## config.mk

```make
export PLATFORM = sky130hd
export DESIGN_NAME = ssd_decoder_flat
export DESIGN_NICKNAME = d
export VERILOG_FILES = /design/src/rtl/ssd_decoder_if.sv /design/src/rtl/ssd_decoder.sv /design/src/flat_wrapper.sv
export SDC_FILE = /design/constraint.sdc
export NUM_CORES = 1
export LEC_CHECK = 0
export CORE_ASPECT_RATIO = 1.1
export CORE_MARGIN = 2
export CORE_UTILIZATION = 52
export DETAILED_ROUTE_END_ITERATION = 10
export PLACE_DENSITY_LB_ADDON = 0.12
export SKIP_CTS_REPAIR_TIMING = 1
export SLEW_MARGIN = 20
export SYNTH_ARGS = -nofsm -noshare
export SYNTH_HDL_FRONTEND = slang
export SYNTH_SLANG_ARGS = --single-unit
```

## constraint.sdc

```tcl
create_clock -name clk -period 2.2 [get_ports clk]
set_input_delay 0.22 -clock clk [delete_from_list [all_inputs] [get_ports clk]]
set_output_delay 0.22 -clock clk [all_outputs]
set_load 0.05 [all_outputs]
```

## src/rtl/ssd_decoder_if.sv

```systemverilog
// Display-bus capture interface for ssd_decoder: sampled anode/segment/dp lines and decoded frame outputs.
// err_cnt exists only when SSD_DEC_ERR_CNT_EN is defined.
interface ssd_decoder_if;
    logic [3:0]  ssd_anode;
    logic [6:0]  ssd_seg;
    logic        ssd_dp;
    logic [15:0] data_out;
    logic [3:0]  dp_out;
    logic        frame_valid;
    logic        frame_err;
`ifdef SSD_DEC_ERR_CNT_EN
    logic [7:0]  err_cnt;

    modport master (output ssd_anode, ssd_seg, ssd_dp,
                    input  data_out, dp_out, frame_valid, frame_err, err_cnt);
    modport slave  (input  ssd_anode, ssd_seg, ssd_dp,
                    output data_out, dp_out, frame_valid, frame_err, err_cnt);
`else
    modport master (output ssd_anode, ssd_seg, ssd_dp,
                    input  data_out, dp_out, frame_valid, frame_err);
    modport slave  (input  ssd_anode, ssd_seg, ssd_dp,
                    output data_out, dp_out, frame_valid, frame_err);
`endif
endinterface

```

## src/rtl/ssd_decoder.sv

```systemverilog
// Reconstructs a 4-digit hex value and decimal points from a multiplexed seven-segment bus.
// Optional SSD_DEC_ERR_CNT_EN adds a saturating count of undecodable digit captures.
module ssd_decoder #(
    parameter int STABLE_CYC  = 4,
    parameter int TIMEOUT_CYC = 100000
) (
    input  logic         clk,
    input  logic         rst,
    ssd_decoder_if.slave bus
);
    localparam logic [1:0] ST_IDLE   = 2'd0;
    localparam logic [1:0] ST_SETTLE = 2'd1;
    localparam logic [1:0] ST_HELD   = 2'd2;
    localparam int TO_W = $clog2(TIMEOUT_CYC + 1);
    localparam logic [7:0]      STABLE_MAX = 8'(STABLE_CYC);
    localparam logic [TO_W-1:0] TO_MAX     = TO_W'(TIMEOUT_CYC);

    // Returns {invalid, nibble}; undecodable patterns yield nibble 0 with invalid set.
    function automatic logic [4:0] seg_decode(input logic [6:0] seg);
        case (seg)
            7'h40:   seg_decode = 5'h00;
            7'h79:   seg_decode = 5'h01;
            7'h24:   seg_decode = 5'h02;
            7'h30:   seg_decode = 5'h03;
            7'h19:   seg_decode = 5'h04;
            7'h12:   seg_decode = 5'h05;
            7'h02:   seg_decode = 5'h06;
            7'h78:   seg_decode = 5'h07;
            7'h00:   seg_decode = 5'h08;
            7'h10:   seg_decode = 5'h09;
            7'h08:   seg_decode = 5'h0A;
            7'h03:   seg_decode = 5'h0B;
            7'h46:   seg_decode = 5'h0C;
            7'h21:   seg_decode = 5'h0D;
            7'h06:   seg_decode = 5'h0E;
            7'h0E:   seg_decode = 5'h0F;
            default: seg_decode = 5'h10;
        endcase
    endfunction

    function automatic logic is_onehot_low(input logic [3:0] an);
        logic [3:0] a;
        a = ~an;
        is_onehot_low = (a != 4'd0) && ((a & (a - 4'd1)) == 4'd0);
    endfunction

    logic [3:0]      anode_r;
    logic [6:0]      seg_r;
    logic            dp_r;
    logic [7:0]      cnt_r,   cnt_nxt_s;
    logic [1:0]      state_r, state_nxt_s;
    logic [3:0]      mask_r,  mask_nxt_s;
    logic [15:0]     digits_r, digits_nxt_s;
    logic [3:0]      dps_r,   dps_nxt_s;
    logic [3:0]      errs_r,  errs_nxt_s;
    logic [TO_W-1:0] to_cnt_r, to_cnt_nxt_s;
    logic [15:0]     data_out_r;
    logic [3:0]      dp_out_r;
    logic            frame_valid_r, frame_err_r;
    logic            same_s, capture_s, frame_done_s, frame_err_s;
    logic [1:0]      idx_s;
    logic [4:0]      dec_s;

    assign same_s    = ({bus.ssd_anode, bus.ssd_seg, bus.ssd_dp} == {anode_r, seg_r, dp_r});
    assign capture_s = same_s && is_onehot_low(anode_r) && (state_r == ST_SETTLE)
                       && (cnt_r == STABLE_MAX - 8'd1);
    assign dec_s     = seg_decode(seg_r);

    // Stability counter and IDLE/SETTLE/HELD tracking of the registered sample.
    always_comb begin
        cnt_nxt_s   = 8'd0;
        state_nxt_s = ST_IDLE;
        if (!same_s) begin
            state_nxt_s = is_onehot_low(bus.ssd_anode) ? ST_SETTLE : ST_IDLE;
        end else if (!is_onehot_low(anode_r)) begin
            state_nxt_s = ST_IDLE;
        end else if (cnt_r >= STABLE_MAX) begin
            cnt_nxt_s   = STABLE_MAX;
            state_nxt_s = ST_HELD;
        end else begin
            cnt_nxt_s   = cnt_r + 8'd1;
            state_nxt_s = (cnt_nxt_s == STABLE_MAX) ? ST_HELD : ST_SETTLE;
        end
    end

    // Digit index from the one-hot-low anode sample.
    always_comb begin
        case (anode_r)
            4'b1110: idx_s = 2'd0;
            4'b1101: idx_s = 2'd1;
            4'b1011: idx_s = 2'd2;
            4'b0111: idx_s = 2'd3;
            default: idx_s = 2'd0;
        endcase
    end

    // Partial-frame assembly, frame completion and timeout discard.
    always_comb begin
        digits_nxt_s = digits_r;
        dps_nxt_s    = dps_r;
        errs_nxt_s   = errs_r;
        mask_nxt_s   = mask_r;
        to_cnt_nxt_s = to_cnt_r + TO_W'(1);
        frame_done_s = 1'b0;
        frame_err_s  = 1'b0;
        if (capture_s) begin
            digits_nxt_s[{idx_s, 2'b00} +: 4] = dec_s[3:0];
            dps_nxt_s[idx_s]  = ~dp_r;
            errs_nxt_s[idx_s] = dec_s[4];
            mask_nxt_s[idx_s] = 1'b1;
            to_cnt_nxt_s      = {TO_W{1'b0}};
            // The completing digit is included in the published frame.
            if (mask_nxt_s == 4'hF) begin
                frame_done_s = 1'b1;
                frame_err_s  = |errs_nxt_s;
                mask_nxt_s   = 4'h0;
                errs_nxt_s   = 4'h0;
            end else begin
                frame_done_s = 1'b0;
            end
        end else if (to_cnt_nxt_s == TO_MAX) begin
            mask_nxt_s   = 4'h0;
            errs_nxt_s   = 4'h0;
            to_cnt_nxt_s = {TO_W{1'b0}};
        end else begin
            frame_done_s = 1'b0;
        end
    end

    // State, input sample and output registers.
    always_ff @(posedge clk) begin
        if (rst) begin
            anode_r       <= 4'hF;
            seg_r         <= 7'h7F;
            dp_r          <= 1'b1;
            cnt_r         <= 8'd0;
            state_r       <= ST_IDLE;
            mask_r        <= 4'h0;
            digits_r      <= 16'h0000;
            dps_r         <= 4'h0;
            errs_r        <= 4'h0;
            to_cnt_r      <= {TO_W{1'b0}};
            data_out_r    <= 16'h0000;
            dp_out_r      <= 4'h0;
            frame_valid_r <= 1'b0;
            frame_err_r   <= 1'b0;
        end else begin
            anode_r       <= bus.ssd_anode;
            seg_r         <= bus.ssd_seg;
            dp_r          <= bus.ssd_dp;
            cnt_r         <= cnt_nxt_s;
            state_r       <= state_nxt_s;
            mask_r        <= mask_nxt_s;
            digits_r      <= digits_nxt_s;
            dps_r         <= dps_nxt_s;
            errs_r        <= errs_nxt_s;
            to_cnt_r      <= to_cnt_nxt_s;
            data_out_r    <= frame_done_s ? digits_nxt_s : data_out_r;
            dp_out_r      <= frame_done_s ? dps_nxt_s : dp_out_r;
            frame_valid_r <= frame_done_s;
            frame_err_r   <= frame_err_s;
        end
    end

    assign bus.data_out    = data_out_r;
    assign bus.dp_out      = dp_out_r;
    assign bus.frame_valid = frame_valid_r;
    assign bus.frame_err   = frame_err_r;

`ifdef SSD_DEC_ERR_CNT_EN
    logic [7:0] err_cnt_r;

    // Saturating count of undecodable captures; only rst clears it.
    always_ff @(posedge clk) begin
        if (rst) begin
            err_cnt_r <= 8'd0;
        end else if (capture_s && dec_s[4] && (err_cnt_r != 8'hFF)) begin
            err_cnt_r <= err_cnt_r + 8'd1;
        end else begin
            err_cnt_r <= err_cnt_r;
        end
    end

    assign bus.err_cnt = err_cnt_r;
`endif
endmodule

```

## src/flat_wrapper.sv

```systemverilog
// flat-port wrapper written by rule: the top's interface ports become plain ports
module ssd_decoder_flat 
#(
    parameter int STABLE_CYC  = 4,
    parameter int TIMEOUT_CYC = 100000
)
  (clk, rst, bus_ssd_anode, bus_ssd_seg, bus_ssd_dp, bus_data_out, bus_dp_out, bus_frame_valid, bus_frame_err);
  ssd_decoder_if bus_i ();
  input  logic clk;
  input  logic rst;
  input wire logic [$bits(bus_i.ssd_anode)-1:0] bus_ssd_anode;
  input wire logic [$bits(bus_i.ssd_seg)-1:0] bus_ssd_seg;
  input wire logic [$bits(bus_i.ssd_dp)-1:0] bus_ssd_dp;
  output wire logic [$bits(bus_i.data_out)-1:0] bus_data_out;
  output wire logic [$bits(bus_i.dp_out)-1:0] bus_dp_out;
  output wire logic [$bits(bus_i.frame_valid)-1:0] bus_frame_valid;
  output wire logic [$bits(bus_i.frame_err)-1:0] bus_frame_err;
  assign bus_i.ssd_anode = bus_ssd_anode;
  assign bus_i.ssd_seg = bus_ssd_seg;
  assign bus_i.ssd_dp = bus_ssd_dp;
  assign bus_data_out = bus_i.data_out;
  assign bus_dp_out = bus_i.dp_out;
  assign bus_frame_valid = bus_i.frame_valid;
  assign bus_frame_err = bus_i.frame_err;
  ssd_decoder #(.STABLE_CYC(STABLE_CYC), .TIMEOUT_CYC(TIMEOUT_CYC)) u_core (.clk(clk), .rst(rst), .bus(bus_i));
endmodule
```

Yosys cells after proc, flatten, opt, wreduce, memory -nomap -nowiden
Index checks and enable logic that the tools add are counted.

Reduce and logical (&&, ||, !) cells: 17. Shifts and indexed selects: 2. Bitwise gates (word level): 10. Eq/ne operators: 24. Add/sub/neg operators: 5. Mux-type cells: 22. $lt $le $gt $ge: 3.

Operators with widths (number): $pmux 5 s16 (1); $eq 7x7->1 const B (4); $mux 4 (6); $eq 7x5->1 const B (3); $eq 7x6->1 const B (3); $add 17x1->17 const B (1); $eq 17x17->1 const B (1); $bwmux 16 (1); $mux 16 (1); $shift 4x6->16 const A (1); $shiftx 4x6->16 (1); $eq 7x2->1 const B (2); $eq 7x4->1 const B (2); $eq 12x12->1 (1); $eq 4x4->1 const B (3); $reduce_or 3->1 (3); $add 8x1->8 const B (1); $and 4x4->4 (2); $bwmux 4 (2); $eq 8x2->1 const B (1); $eq 8x3->1 const B (1); $ge 8x3->1 const B (1); $logic_not 4->1 (2); $mux 2 (4); 19 further kinds (35).

Input port bits: 14. Output and inout bits: 22. Logic and storage cells: 98. Register bits: 89.

Longest topological paths before layout
Gate-level depths: netlist (run 1).

Depth in word-level cells: 10. Depth in mapped cells: 11. Gate-level depth less buffers: 10.

Least setup slack after synthesis (run 1)
No wires, ideal clock.

Path kind: reg2reg. Start point: register u_core.to_cnt_r[0]. End point: register u_core.errs_r[1]. Required time: 2078 ps. Setup slack: -14 ps. Arrival time: 2092 ps. Cell stages (with the launch flop): 10. Period minus slack after synthesis: 2214 ps. Library setup time: 122 ps. Buffers on the path: 2. Cell sequence: dfxtp_1 > ha_1 > buf_2 > nand4_1 > o32a_1 > a221oi_1 > o221ai_1 > o21ai_1 > buf_2 > o21ai_1.

Longest elaborated chain between the ends: 3.

Ends and longest elaborated chain: from (decl) (RTL line ssd_decoder.sv:56) `logic [TO_W-1:0] to_cnt_r, to_cnt_nxt_s;`; from (signal assigned) (RTL line ssd_decoder.sv:142) `to_cnt_r <= {TO_W{1'b0}};`; from (signal assigned) (RTL line ssd_decoder.sv:157) `to_cnt_r <= to_cnt_nxt_s;`; $add 17x1->17 (RTL line ssd_decoder.sv:103) `to_cnt_nxt_s = to_cnt_r + TO_W'(1);`; $eq 17x17->1 (RTL line ssd_decoder.sv:121) `end else if (to_cnt_nxt_s == TO_MAX) begin`; $reduce_bool 2->1 (no line); to (signal assigned) (RTL line ssd_decoder.sv:156) `errs_r <= errs_nxt_s;`; to (decl) (RTL line ssd_decoder.sv:55) `logic [3:0] errs_r, errs_nxt_s;`.

No other way between the ends. A chain may end at the register's enable or synchronous reset.

Worst setup path in the final report (run 1)
Start point: register u_core.to_cnt_r[0]. End point: register u_core.mask_r[0].

Longest elaborated chain between the ends: 3.

Ends and longest elaborated chain: $add 17x1->17 (RTL line ssd_decoder.sv:103); $eq 17x17->1 (RTL line ssd_decoder.sv:121); $reduce_bool 2->1 (no line); to (signal assigned) (RTL line ssd_decoder.sv:153) `mask_r <= mask_nxt_s;`; to (decl) (RTL line ssd_decoder.sv:52) `logic [3:0] mask_r, mask_nxt_s;`.

No other way between the ends.

==> results.txt, run 1 <==
- Sequential cells were found to cover just over 40% of the synthesized design area.
- For this run the aggregate overflow at the end of global routing stands at 0.
* Width of the die: ~90 um
- Average wire per cell in the routed design: approximately 15 um
- Total Negative Setup Slacks: -0.555 ns
- Clock skew after layout: about 0.015 ns
* Unrepaired setup endpoints after global routing: yes
- Before antenna repair, the detailed router went through 5 iterations.
- In this run the count of I/O pins placed on the die edge is 36.
- Most used flip-flop cell after synthesis: dfxtp_1
- Power density of the placed cells: around 510 nW/um2
* Biggest fanout along the worst timing path: 4
- For this block, the via count after detailed routing is approximately 3,700.
- Transition time at the pin with the least slew margin: around 0.54 ns
- Traced cell by cell, the critical path runs through ha_4 > or4_4 > a221oi_4 > o221ai_2 > buf_4 > a211oi_4 > nor4_1.
- At the worst endpoint, the arrival time is around 2.5 ns.
* Mapped Cells: 470
- Across the VDD grid, the largest voltage drop is just over 0.3 mV.
* Number of buffers created by CTS: 9
- End point of the most critical hold path: u_core.anode_r[1]
- The tightest hold path in the finished design has a slack of roughly 0.21 ns.
- Initial detailed-routing violation count: about 150
* Buffer cell driving the clock tree root: clkbuf_8
* Antenna diode count: 0
- H-tree Lvls: 3
- In this run the most critical hold path is launched from bus_ssd_anode[1].
- Setup slack of the critical path after layout: -0.0479 ns
* Worst path top cell family by delay: compound AO/OA/AOI/OAI gates
- Count of standard-cell rows: 34
- For this configuration, the core starts out at a cell density of 54.1%.
* Origin of the critical flop-to-flop path: u_core.to_cnt_r[0]
- At the end of routability-driven placement, the weighted congestion stood at 0.840.
* Commonest cells after routing, fill and taps aside: dfxtp_1 (80), nor2_1 (75), buf_4 (63), clkdlybuf4s50_1 (33)
- Across the run, the number of max-cap violations was 0.
* Multi-input gate area in the final layout: roughly 2800 um2
- Number of endpoints failing setup at the final stage: 28
* FF+latch area: ~1800 um2
- The worst hold path passes through 2 cells.
- TritonCTS Sinks: 89
* Number of antenna violations at the first check in global routing: 0
- Static Leak: a little over 2 nW
* Status: complete, but fails checks
* Cell area after synthesis: 4300 um2
* Worst Reg2Reg Path Length in Cells: 7
- Cells with a size suffix above 1 make up between 30 and 40% of the layout.
- Core outline area: 7960 um2
- Violated checks: negative setup slack
- Together, buffers and inverters on the worst path number 1.
- After synthesis, the cell types taking the most area are dfxtp_1 (41%), nor2_1 (7.6%), a211oi_2 (5.8%).
- Worst slew margin relative to its limit: 63.9%
* Half-perimeter wire length after placement: between 6000 and 7000 um
* Number of inserted filler cells in the final layout: about 560
* Critical Path Sink Type: register
- Type of the tightest min-delay check: in -> reg
- Max incr delay on CP: 0.54 ns
- In this run the register-to-register setup slack is -0.05 ns.
- In this run the mean area of a mapped cell was ~9 um2.
* WS Path Type: reg -> reg
* GRT Total Usage: 20.8%
- Number of enable-type register cells in the synthesized netlist: 0
- Data on the critical path is required at its endpoint by about 2.4 ns.
- Port buffering added 35 buffers.
* Die area: roughly 9000 um2
- Final worst-path cycle share: 102%
- Fraction of registers with async set or reset after synthesis: 0%
* Yosys synthesis warning count: 0
* Fmax: about 440 MHz
- Power comes to 3.03 mW.
- Drt total wl: between 10,000 and 15,000 um
- Clock-pin slew was measured on the worst setup and hold paths at roughly 0.09 ns.
- Shortest period the worst path allows: 2.25 ns
- Avg Vias per Cell: between 5 and 6
- Cells fill roughly three quarters of the core in the end.
- Most common cell after layout, fill and taps aside: dfxtp_1
- Final-report hold violation count: 0
* Standard cell with the maximum stage delay on the critical path: or4_4
* Growth of design area from synthesis to finish: 39.2%
- Distinct cell type count of the synthesized netlist: a little over 60
- The largest total area in the synthesized netlist belongs to dfxtp_1.
- The number of pins exceeding their max-slew limit in the final report came to 0.
- CTS tree: done
- The first global-routing pass estimated approximately 16,000 um of wire.
* Final-stage net count: between 500 and 600
- The worst register-to-register path ends at u_core.mask_r[0].
- In the routed design, unresolved DRC markers number 0.
* Type of origin of the critical path: register
* Clock Tree Buf Depth: 2
- Flop and latch count out of synthesis: 89
- Top-area cell type share of the netlist area: 41.4%
* Vias in the first global route: ~3,400
* Antenna Violating Nets Remaining: 0
- Die H: 99.4 um
- Maximum number of pins on one net before global-route repair: 30
* Clock latency on the worst-skew pair: between 0.3 and 0.4 ns
[logic make-up after synthesis]
logic type	share of synthesized area (%)
AOI/OAI and AO/OA	14.0
xor gates and xnor gates	6.31
adders and majority gates	2.62
buffers and inverters	5.76
DFF	41.4
muxes	5.38
other	0.0871
and+or+nand+nor	24.5
[registers in the layout, indices dropped and copies added (netlist names)]
signal,cells
u_core.anode_r,4
u_core.bus.data_out,16
u_core.bus.dp_out,4
u_core.bus.frame_err,1
u_core.bus.frame_valid,1
u_core.cnt_r,8
u_core.digits_r,16
u_core.dp_r,1
u_core.dps_r,4
u_core.errs_r,4
u_core.mask_r,4
u_core.seg_r,7
u_core.state_r,2
u_core.to_cnt_r,17
[layer usage]
layer  track usage (%)  share of wire (%)  wire, um
met4              7.57                1.6       167
met5                 0                  0         0
met3              3.56                3.0       314
met1              27.4                 46      4820
met2              34.4                 49      5180
[cells in the mapped netlist (3+ instances only)]
cell,instances
nand2_1,19
mux2i_1,22
nor4_1,11
nor2_1,87
a21oi_1,7
clkbuf_1,13
inv_1,14
or2_2,12
o21ai_0,8
a211oi_2,20
buf_2,5
or3_1,5
dfxtp_1,89
nand4_1,10
xor2_1,11
nor3_1,12
or4_1,4
nand2b_1,3
a221oi_1,3
a211oi_1,4
a22oi_1,4
ha_1,9
buf_6,7
nand3b_1,3
nand3_1,12
o22ai_1,3
xnor2_1,20
and3_1,7
nor2b_1,3
o21ai_1,4
[stage by stage]
step	worst slack [ns]	cells	cell area, um2
5_1_grt	-0.143	682	5990
3_3_place_gp	-0.307	654	5130
2_1_floorplan	-0.000263	474	4320
3_5_place_dp	-0.343	654	5130
4_1_cts	-0.167	670	5300
6_report	-0.0479	682	5990
[final cells by class]
type | count | share of cell area, %
clock inverter | 6 | 0.835
inverter | 14 | 0.919
clock buffer | 10 | 2.13
multi-input combinational | 342 | 46.1
sequential | 89 | 30.0
timing repair buffer | 113 | 17.7
tap | 108 | 2.25
[where the power goes]
group | leakage [nW] | internal (mW) | switching, mW
sequential | 0.723 | 1.63 | 0.0242
combinational | 1.27 | 0.173 | 0.180
clock | 0.0835 | 0.423 | 0.597
total | 2.08 | 2.23 | 0.801
[worst max-delay path by stage]
stage,start,endpoint,slack [ns],cells past startpoint
after global placement,bus_ssd_anode[1],u_core.bus.data_out[1],-0.31,9
after CTS,u_core.anode_r[1],u_core.mask_r[3],-0.17,9
after global routing,u_core.to_cnt_r[0],u_core.errs_r[0],-0.14,8
after floorplan,u_core.to_cnt_r[0],u_core.errs_r[1],-0.0003,9
after detailed placement,bus_ssd_anode[1],u_core.bus.data_out[1],-0.34,9
final,u_core.to_cnt_r[0],u_core.mask_r[0],-0.05,7
Power figures use the tool's default switching activity.
==> run 2, diff against run 1 <==
--- a/config.mk
+++ b/config.mk
@@ -9,6 +9,7 @@
 export CORE_MARGIN = 2
 export CORE_UTILIZATION = 52
 export DETAILED_ROUTE_END_ITERATION = 10
+export GPL_TIMING_DRIVEN = 0
 export PLACE_DENSITY_LB_ADDON = 0.12
 export SKIP_CTS_REPAIR_TIMING = 1
 export SLEW_MARGIN = 20
==> run 2 against run 1 <==
Effect of this change:
- cell area decreased by 1.4%
- worst hold slack got worse by 0.0011 ns
- sequential power about the same
- die area unchanged
- register-to-register slack got worse by 0.16 ns
- largest power group unchanged
- sequential share of layout area increased by 0.54 points
- first-iteration DRC count increased by 35%
- the run still ends with negative setup slack left
- highest routed layer unchanged
- clock skew decreased by 0.0026 ns
- flip-flop and latch count unchanged
==> results.txt, run 2 (synthesis gave the netlist of run 1 again) <==
- The flow ran to the end, but the final reports show violations.
- Violated checks: negative setup slack
- The final non-filler cell total came to 655 (-4.0%).
* Pre-CTS setup slack: -0.563 ns (-0.221 ns)
* Hold Crit Depth: 2 (unchanged)
* Number of antenna violations at the first check in global routing: 0 (unchanged)
- The residual overflow from global routing is 0 (unchanged).
* Overall power consumption: 3.06 mW (+0.93%)
- The via count of the first global-routing pass came to 3,318 (-3.1%).
- The initial detailed-routing violation count is 207 (+35%).
- The slowest stage of the critical path is the a2111oi_4 cell.
* Final-report hold violation count: 0 (unchanged)
- Antenna Violating Nets Remaining: 0 (unchanged)
- The final-layout worst hold slack is 0.209 ns (-0.00112 ns).
- Type of the tightest min-delay check: in -> reg
- The setup violation total in the final timing report came to 64 (+130%).
- Share of final-layout standard cells stronger than drive strength 1: 32.0% (-4.1 points)
- Unrepaired setup endpoints after global routing: yes
- Setup slack of the critical path after layout: -0.210 ns (-0.162 ns)
- Maximum number of pins on one net before global-route repair: 17 (-43%)
* Most common cell after layout, fill and taps aside: nor2_1
- The area taken by flip-flops and latches came to 1810 um2 (+0.35%).
* WS Path Type: reg -> reg
* Half-perimeter wire length after placement: 6710 um (+1.1%)
- Total instance count after detailed placement: 616 (-5.8%)
- The vias after detailed routing came to 3,758 (+1.5%).
- The core area is 7960 um2 (unchanged).
- The aggregate routed wire length is 11,400 um (+8.7%).
- The relative max-transition margin is 52.3% (-12 points).
- u_core.to_cnt_r holds more flip-flops than any other register.
* Power density of the placed cells: 518 nW/um2 (+2.4%)
- TritonCTS built the clock tree.
- CP Data Arrival Time: 2.68 ns (+0.20 ns)
- Shortest period the worst path allows: 2.41 ns (+0.162 ns)
- Final weighted congestion of routability-driven global placement: 0.815 (-2.9%)
- Data required time at the worst endpoint: 2.47 ns (+0.04 ns)
* Final worst-path cycle share: 110% (+7.4 points)
- The largest fanout on the critical path was 7 (+3).
- Global-route wire length before repair: 15,800 um (+1.4%)
- # DRC: 0 (unchanged)
- The via density per instance came to 5.74 (+5.7%).
* Transition time at the pin with the least slew margin: 0.715 ns (+0.175 ns)
- The number of max-cap violations is 0 (unchanged).
- Relative to the synthesized area, the layout overhead comes to 37.3%.
- Total Negative Setup Slacks: -6.07 ns (-5.51 ns)
- Multi-input gate area in the final layout: 2900 um2 (+4.8%)
- Final Max Slew Viols: 0 (unchanged)
* Clock Tree Buf Depth: 2 (unchanged)
* GRT Total Usage: 21.5% (+0.77 points)
- The biggest cell delay along the critical path was 0.58 ns (+0.04 ns).
- Min-delay src: bus_ssd_anode[3]
* Width of the die: 90.7 um (unchanged)
- Origin of the critical flop-to-flop path: u_core.anode_r[3]
* Worst Reg2Reg Path Length in Cells: 7 (unchanged)
* Post-Route Utilization: 74.3% (-1.1 points)
- The post-route cell area came to 5910 um2 (-1.4%).
- Critical Path Sink Type: register
- The die height is 99.4 um (unchanged).
* Clock skew after layout: 0.0120 ns (-0.00259 ns)
- The endpoint identified for the worst register-to-register timing path is u_core.mask_r[2].
* Fmax: 415 MHz (-6.7%)
- Register-to-register setup slack: -0.21 ns (-0.16 ns)
- The full die area is 9020 um2 (unchanged).
- Startpoint of the worst setup timing path: u_core.anode_r[3]
- The number of top-level pins came to 36 (unchanged).
- The clock buffer count from CTS came to 9 (unchanged).
* Final-stage net count: 565 (-4.6%)
* Number of inserted filler cells in the final layout: 576 (+2.3%)
* Count of standard-cell rows: 34 (unchanged)
- The clock transition at the register clock pins on the worst setup and hold paths after CTS is 0.10 ns (about the same).
- STA classifies the critical path startpoint as a register.
- Largest register FFs: 17 (unchanged)
- The standby leakage power was 2.01 nW (-3.1%).
* Antenna diode count: 0 (unchanged)
- H-tree Lvls: 3 (unchanged)
- The iteration count of the initial detailed-routing pass came to 5 (unchanged).
* Termination of the worst setup path: u_core.mask_r[2]
* Placement Cell Area: 4800 um2 (-6.4%)
- Commonest cells after routing, fill and taps aside: nor2_1 (83), dfxtp_1 (81), clkdlybuf4s50_1 (32), buf_4 (23)
- The average wire per cell in the routed design is 17.4 um (+13%).
* TritonCTS Sinks: 89 (unchanged)
* Cell breakdown of the critical path: xor2_4 > nand3_4 > a2111oi_4 > buf_4 > and2_2 > a21oi_1 > nor4_2
- Clock latency on the worst-skew pair: 0.38 ns (+0.03 ns)
- The effective utilization at floorplan is 54.1% (unchanged).
- Number of input and output port buffers inserted: 34 (-2.9%)
- IR drop worst, VDD: 0.395 mV (+30%)
* Buffer cell driving the clock tree root: clkbuf_8
## run 2: cell types whose count changed in the layout (fill, tap and decap cells not counted), moves of 6 or more
cell	delta
nor2_1	+8
nor2_2	-7
buf_4	-40
clkbuf_1	+6
## run 2: area by class of cell
cell class | instances | area share, %
inverters | 14 | 1.02
clock buffers | 10 | 2.16
flip-flops and latches | 89 | 30.6
repair buffers | 61 | 10.1
well taps | 108 | 2.29
plain buffers | 25 | 4.00
clock inverters | 6 | 0.847
multi-input cells | 342 | 49.0
## run 2: metal layers
| layer | up-vias | share of wire (%) | GRT usage (%) |
|---|---|---|---|
| li1 | 1796 | - | - |
| met1 | 1836 | 44 | 28.4 |
| met2 | 101 | 50 | 35.1 |
| met3 | 25 | 4.0 | 3.18 |
| met4 | 0 | 2.1 | 9.82 |
| met5 | - | 0 | 0 |
## run 2: how the worst min path moves through the flow
| stage | end | slack [ns] |
|---|---|---|
| after detailed placement | u_core.cnt_r[0] | 0.45 |
| after global placement | u_core.cnt_r[0] | 0.44 |
| after global routing | u_core.anode_r[0] | 0.21 |
| after floorplan | u_core.anode_r[0] | 0.33 |
| after CTS | u_core.state_r[0] | 0.22 |
| final | u_core.anode_r[3] | 0.21 |
## run 2: where the power goes
group / leakage [nW] / switching, mW / internal (mW)
combinational: 1.20 / 0.176 / 0.151
clock: 0.0835 / 0.641 / 0.423
sequential: 0.724 / 0.0362 / 1.63
## run 2: critical path: cells and delay by family, from the launching register on
family	cells	cell delay, ns
flops	1	0.45
compound gates	2	0.70
xor+xnor	1	0.19
simple gates	3	0.70
buf+inv	1	0.26
